File: config.mk
export PLATFORM = sky130hd
export DESIGN_NAME = sdram_frame_reader
export DESIGN_NICKNAME = d
export VERILOG_FILES = /design/src/rtl/sdram_frame_pkg.sv /design/src/rtl/pixel_fifo.sv /design/src/rtl/sdram_frame_reader.sv
export SDC_FILE = /design/constraint.sdc
export NUM_CORES = 1
export LEC_CHECK = 0
export ABC_AREA = 1
export CAP_MARGIN = 15
export CELL_PAD_IN_SITES_DETAIL_PLACEMENT = 0
export CELL_PAD_IN_SITES_GLOBAL_PLACEMENT = 1
export CORE_MARGIN = 4
export CORE_UTILIZATION = 40
export CTS_CLUSTER_DIAMETER = 40
export CTS_CLUSTER_SIZE = 16
export DETAILED_ROUTE_END_ITERATION = 6
export GPL_ROUTABILITY_DRIVEN = 0
export HOLD_SLACK_MARGIN = 0.03
export PLACE_DENSITY_LB_ADDON = 0.1
export SLEW_MARGIN = 25
export SYNTH_ARGS = -nofsm -noshare
export SYNTH_HDL_FRONTEND = slang
export SYNTH_SLANG_ARGS = --single-unit
File: constraint.sdc
create_clock -name clk -period 2.4 [get_ports clk]
set_input_delay 0.48 -clock clk [delete_from_list [all_inputs] [get_ports clk]]
set_output_delay 0.48 -clock clk [all_outputs]
set_load 0.01 [all_outputs]
File: src/rtl/sdram_frame_pkg.sv
// Shared constants for the display-side SDRAM frame reader: FSM encodings,
// default panel geometry and the controller's host address width.
package sdram_frame_pkg;

    localparam logic [1:0] S_IDLE  = 2'd0;
    localparam logic [1:0] S_FETCH = 2'd1;
    localparam logic [1:0] S_HOLD  = 2'd2;

    localparam int H_ACTIVE            = 480;
    localparam int V_ACTIVE            = 272;
    localparam int FRAME_WORDS_DEFAULT = H_ACTIVE * V_ACTIVE;
    localparam int HADDR_WIDTH_DEFAULT = 22;

endpackage

File: src/rtl/pixel_fifo.sv
// Synchronous first-word-fall-through FIFO with binary pointers and a level
// counter; the head word is presented combinationally (zero while empty).
module pixel_fifo #(
    parameter int DATA_W = 16,
    parameter int DEPTH  = 16,
    parameter int AW     = 4
) (
    input  logic              clk,
    input  logic              rst_n,
    input  logic              flush,
    input  logic              push,
    input  logic [DATA_W-1:0] push_data,
    input  logic              pop,
    output logic [DATA_W-1:0] head_data,
    output logic              empty,
    output logic              full,
    output logic [AW:0]       level
);

    logic [DATA_W-1:0] mem [DEPTH];
    logic [AW-1:0]     wr_ptr;
    logic [AW-1:0]     rd_ptr;
    logic              do_push;
    logic              do_pop;

    assign empty     = (level == '0);
    assign full      = (level == (AW+1)'(DEPTH));
    assign do_pop    = pop && !empty;
    assign do_push   = push && (!full || do_pop);
    assign head_data = empty ? '0 : mem[rd_ptr];

    always_ff @(posedge clk or negedge rst_n) begin
        if (!rst_n) begin
            wr_ptr <= '0;
            rd_ptr <= '0;
            level  <= '0;
        end else if (flush) begin
            wr_ptr <= '0;
            rd_ptr <= '0;
            level  <= '0;
        end else begin
            if (do_push) wr_ptr <= wr_ptr + AW'(1);
            if (do_pop)  rd_ptr <= rd_ptr + AW'(1);
            case ({do_push, do_pop})
                2'b10:   level <= level + (AW+1)'(1);
                2'b01:   level <= level - (AW+1)'(1);
                default: level <= level;
            endcase
        end
    end

    // Storage carries no reset; empty gating keeps stale words off head_data.
    always_ff @(posedge clk) begin
        if (do_push && !flush) mem[wr_ptr] <= push_data;
    end

endmodule

File: src/rtl/sdram_frame_reader.sv
// Prefetches a linear RGB565 frame buffer from the SDRAM controller one word at
// a time and serves pixels to the TFT stage from a small FWFT FIFO.
module sdram_frame_reader
    import sdram_frame_pkg::*;
#(
    parameter int HADDR_WIDTH = HADDR_WIDTH_DEFAULT,
    parameter int FRAME_BASE  = 0,
    parameter int FRAME_WORDS = FRAME_WORDS_DEFAULT,
    parameter int FIFO_DEPTH  = 16,
    parameter int FIFO_AW     = 4
) (
    input  logic                   clk,
    input  logic                   rst_n,
    input  logic                   enable,
    input  logic                   frame_start,
    input  logic                   ctrl_busy,
    output logic                   rd_enable,
    output logic [HADDR_WIDTH-1:0] rd_addr,
    input  logic                   rd_ready,
    input  logic [15:0]            rd_data,
    input  logic                   pix_req,
    output logic [15:0]            pix_data,
    output logic                   pix_valid,
    output logic                   underflow,
    output logic [FIFO_AW:0]       fifo_level
);

    localparam int CNT_W = (FRAME_WORDS > 1) ? $clog2(FRAME_WORDS) : 1;
    localparam logic [CNT_W-1:0]       LAST_WORD  = CNT_W'(FRAME_WORDS - 1);
    localparam logic [HADDR_WIDTH-1:0] BASE_ADDR  = HADDR_WIDTH'(FRAME_BASE);
    localparam logic [FIFO_AW+1:0]     HIGH_WATER = (FIFO_AW+2)'(FIFO_DEPTH - 2);

    if (longint'(FRAME_BASE) + longint'(FRAME_WORDS) > (longint'(1) << HADDR_WIDTH)) begin : g_bad_frame
        $error("sdram_frame_reader: frame does not fit in the host address space");
    end
    if ((1 << FIFO_AW) != FIFO_DEPTH || FIFO_DEPTH < 4 || FRAME_WORDS < 2) begin : g_bad_geom
        $error("sdram_frame_reader: illegal FIFO or frame geometry");
    end

    logic [1:0]           state;
    logic                 inflight;
    logic                 discard;
    logic [CNT_W-1:0]     word_cnt;
    logic                 fifo_empty;
    logic                 fifo_full;
    logic                 push;
    logic                 issue;
    logic                 below_high;
    logic [FIFO_AW+1:0]   pending;

    // The word already requested counts as occupied so a return always has room.
    assign pending    = {1'b0, fifo_level} + {{(FIFO_AW+1){1'b0}}, inflight};
    assign below_high = (pending <= HIGH_WATER);
    assign rd_enable  = (state == S_FETCH) && below_high;
    assign issue      = rd_enable && !ctrl_busy;
    assign push       = rd_ready && !discard && !frame_start;
    assign pix_valid  = !fifo_empty;

    always_ff @(posedge clk or negedge rst_n) begin
        if (!rst_n) begin
            state <= S_IDLE;
        end else if (!enable) begin
            state <= S_IDLE;
        end else begin
            case (state)
                S_IDLE:  if (frame_start) state <= S_FETCH;
                S_FETCH: if (!below_high) state <= S_HOLD;
                S_HOLD:  if (below_high)  state <= S_FETCH;
                default: state <= S_IDLE;
            endcase
        end
    end

    always_ff @(posedge clk or negedge rst_n) begin
        if (!rst_n) begin
            inflight  <= 1'b0;
            discard   <= 1'b0;
            underflow <= 1'b0;
            rd_addr   <= BASE_ADDR;
            word_cnt  <= '0;
        end else begin
            if (rd_ready)   inflight <= 1'b0;
            else if (issue) inflight <= 1'b1;

            // A read accepted on this very edge also returns stale data later.
            if (frame_start)   discard <= (inflight || issue) && !rd_ready;
            else if (rd_ready) discard <= 1'b0;

            if (frame_start)                 underflow <= 1'b0;
            else if (pix_req && fifo_empty)  underflow <= 1'b1;

            if (frame_start) begin
                rd_addr  <= BASE_ADDR;
                word_cnt <= '0;
            end else if (push) begin
                if (word_cnt == LAST_WORD) begin
                    rd_addr  <= BASE_ADDR;
                    word_cnt <= '0;
                end else begin
                    rd_addr  <= rd_addr + HADDR_WIDTH'(1);
                    word_cnt <= word_cnt + CNT_W'(1);
                end
            end
        end
    end

    pixel_fifo #(
        .DATA_W (16),
        .DEPTH  (FIFO_DEPTH),
        .AW     (FIFO_AW)
    ) u_fifo (
        .clk       (clk),
        .rst_n     (rst_n),
        .flush     (frame_start),
        .push      (push),
        .push_data (rd_data),
        .pop       (pix_req),
        .head_data (pix_data),
        .empty     (fifo_empty),
        .full      (fifo_full),
        .level     (fifo_level)
    );

    full_push_check: assert property (@(posedge clk) disable iff (!rst_n)
        !(push && fifo_full && !pix_req));

endmodule

==> results.yml <==
die:
  start_util: 0.406
  ios: 69
  row_count: 68
  dieArea_um2: 38100
  die_h_um: 195
  core_um2: 34500
  die_w_um: 195
power_and_ir_drop:
  powerDensity_nw_per_um2: 950
  cellLeakagePower_nw: 7.19
  ir_drop_v: 0.000508
  total_power_mw: 17.7
synthesis:
  synth_edf_count: 256
  syn_area_um2: 14000
  yosysWarnings: 0
  synth_nets: 1385
  synthCells: 1349
  synthFlopType: "edfxtp_1"
  seq_area_frac_synth: 0.650
  postSynth.asyncResetShare: 0.182
  synth-seq-cells: 313
  yosysUniqueCellTypes: 42
  syn_avg_cell_area_um2: 10.4
critical_path:
  crit_path_end_kind: "output port"
  cp_slowest_cell: "dfrtp_4"
  cpPeakStageDelay_ns: 0.54
  worst_ep_arrival_time_ns: 2.19
  required_ns: 1.92
  crit_type: "register to output port"
  crit_chain: "inv_12, buf_8, buf_12, nand2_2, nand3_2, nand3_2, nand2_2, nand2_2, a21oi_2, buf_6, buf_6"
  crit_top_cell: "nand2_2"
  critical_path.startpoint_type: "register"
  cp_max_fo: 8
flow_run:
  drv_cap: 0
timing:
  period_share: 1.11
  clock_skew_ns: 0.0119
  fin_hold_ws_ns: 0.460
  min_period_ns: 2.67
  setup_tns_ns: -3.57
  setup_slack_ns: -0.274
  rsz0062_at_grt: "yes"
  hold_viol: 0
  max_slew_margin: 0.572
  slew_viol_final: 0
  fmax_mhz: 374
  finalSetupViolCount: 16
  worst_pin_slew_ns: 0.640
clock_network:
  htreeDepth: 2
  cts_sinks: 313
  numCtsBuffers: 46
  clock_path_buffers: 3
  cts_tree: "yes"
  cts.clk_slew.worst_paths_ns: 0.06
  cts-root-buf: "clkbuf_16"
  clk_latency_ns: 0.55
layout:
  final_area_um2: 18600
  area_growth_pct: 32.6
  fin_util: 0.538
  finalNonFillerCells: 2017
  drive_above_1_share: 0.245
  fin_nets: 1560
  fill_cells: 3032
  diodes: 0
global_route:
  grt_pass1_wl_um: 61800
  grt_pass1_vias: 10464
  overflow: 0
  antenna_found_initial: 1
  grt_usage: 0.209
  grt_max_degree: 58
place:
  dpl-instance-area_um2: 15900
  dp_slack_ns: -0.150
  dpl.hpwl_um: 24100
  port_buffers: 68
  dp_cells: 1904
detailed_routing:
  postRouteAntennaNets: 0
  drtIter0Drc: 740
  routed_wl_um: 40200
  wl_per_cell_um: 19.9
  vias: 10415
  viasPerCell: 5.16
  drt_pass1_iterations: 5
  drcViolationCount: 0
run_status:
  violations: "setup timing"
  status: "finished with violations"
worst_hold_path:
  min_path_type: "input port to async pin"
-- critical path, delay by kind of cell, from the launching register on --
family | cells | cell delay (ns)
AOI/OAI and AO/OA | 1 | 0.15
DFF | 1 | 0.54
buffers and inverters | 5 | 0.62
and+or+nand+nor | 5 | 0.33
-- kinds of logic after synthesis --
group | share of synthesized area
AO/OA/AOI/OAI | 0.0334
flip-flops | 0.650
XOR/XNOR | 0.0119
adder cells (fa/ha/maj) | 0.0121
buffers and inverters | 0.0415
AND/OR/NAND/NOR | 0.251
-- where the power goes --
part / internal, mW / leakage, nW / switching [mW] / total (mW)
Combinational: 1.99 / 3.31 / 2.57 / 4.56
Sequential: 6.01 / 3.09 / 0.0845 / 6.09
Clock: 4.39 / 0.793 / 2.61 / 7.00
-- routing by layer --
metal	vias to the layer above	wire length (um)	global-route usage
met3	68	2050	0.0364
li1	4996	-	-
met2	241	19400	0.350
met5	-	11	0
met4	2	959	0.0566
met1	5108	17800	0.282
-- state kept, by name (all words and copies together) (netlist names) --
| name | flops |
|---|---|
| u_fifo.mem | 256 |
| rd_addr | 22 |
| word_cnt | 17 |
| u_fifo.level | 5 |
| inflight | 1 |
| u_fifo.wr_ptr | 4 |
| state | 2 |
| discard | 1 |
| u_fifo.rd_ptr | 4 |
| underflow | 1 |
-- path summary, 6_finish.rpt --
path                                         end              from  slack, ns  depth (start not counted)
worst min-delay path             u_fifo.level[0]             rst_n       0.46                          3
max in group asynchronous       u_fifo.rd_ptr[0]             rst_n       1.63                          3
worst min register to register         underflow         underflow       0.54                          2
worst max register to register   u_fifo.level[4]   u_fifo.level[0]       0.21                         16
min in group clk                        state[0]            enable       0.51                          2
worst max-delay path                 pix_data[5]  u_fifo.rd_ptr[0]      -0.27                         11
-- Yosys cell counts, types with 7 or more instances --
cell / n / area [um^2]
buf_1: 8 / 30.0
buf_4: 18 / 135
nor3_1: 18 / 90.1
clkbuf_1: 9 / 33.8
buf_2: 23 / 115
o21ai_1: 7 / 35.0
nor2_1: 51 / 191
nand3_2: 7 / 70.1
nand4_1: 10 / 62.6
inv_1: 53 / 199
dfrtp_1: 57 / 1430
o21ai_0: 16 / 80.1
ha_1: 12 / 150
a21oi_1: 25 / 125
edfxtp_1: 256 / 7690
nand2_1: 472 / 1770
xor2_1: 16 / 140
nand3_1: 240 / 1200
-- final cells by class --
cell class,instances,area (um^2),share of cell area
clock buffers,53,1260,0.0679
clock inverters,33,375,0.0202
inverters,60,238,0.0128
multi-input cells,915,4810,0.259
flip-flops and latches,313,9120,0.491
well taps,455,569,0.0306
repair buffers,188,2210,0.119
-- cells in the final DEF, fill, tap and decap left out, types with 8 or more instances in the layout --
cell type          n
clkdlybuf4s50_1   49
buf_4             69
nand3_1          198
inv_1             52
edfxtp_1         256
buf_12            23
o21ai_0           15
nor2_1            45
nand2_2           50
xor2_1            16
buf_16            12
buf_2             11
nand3_2           48
dfrtp_1           55
buf_6             11
o21ai_1            8
nand2_1          423
nand4_1           10
a21oi_2           13
nor3_2            12
ha_1              10
a21oi_1           14
inv_6              9
clkbuf_16         52
-- what timing repair did --
action | in CTS | in global routing
gates resized for setup | 189 | 44
hold buffers | 1 | 0
hold endpoints to repair | 57 | 0
cloned | 11 | 3
pin swaps | 33 | 29
endpoints found under the setup margin | 18 | 17
buffers inserted | 12 | 0
(Power assumes the default switching activity.)
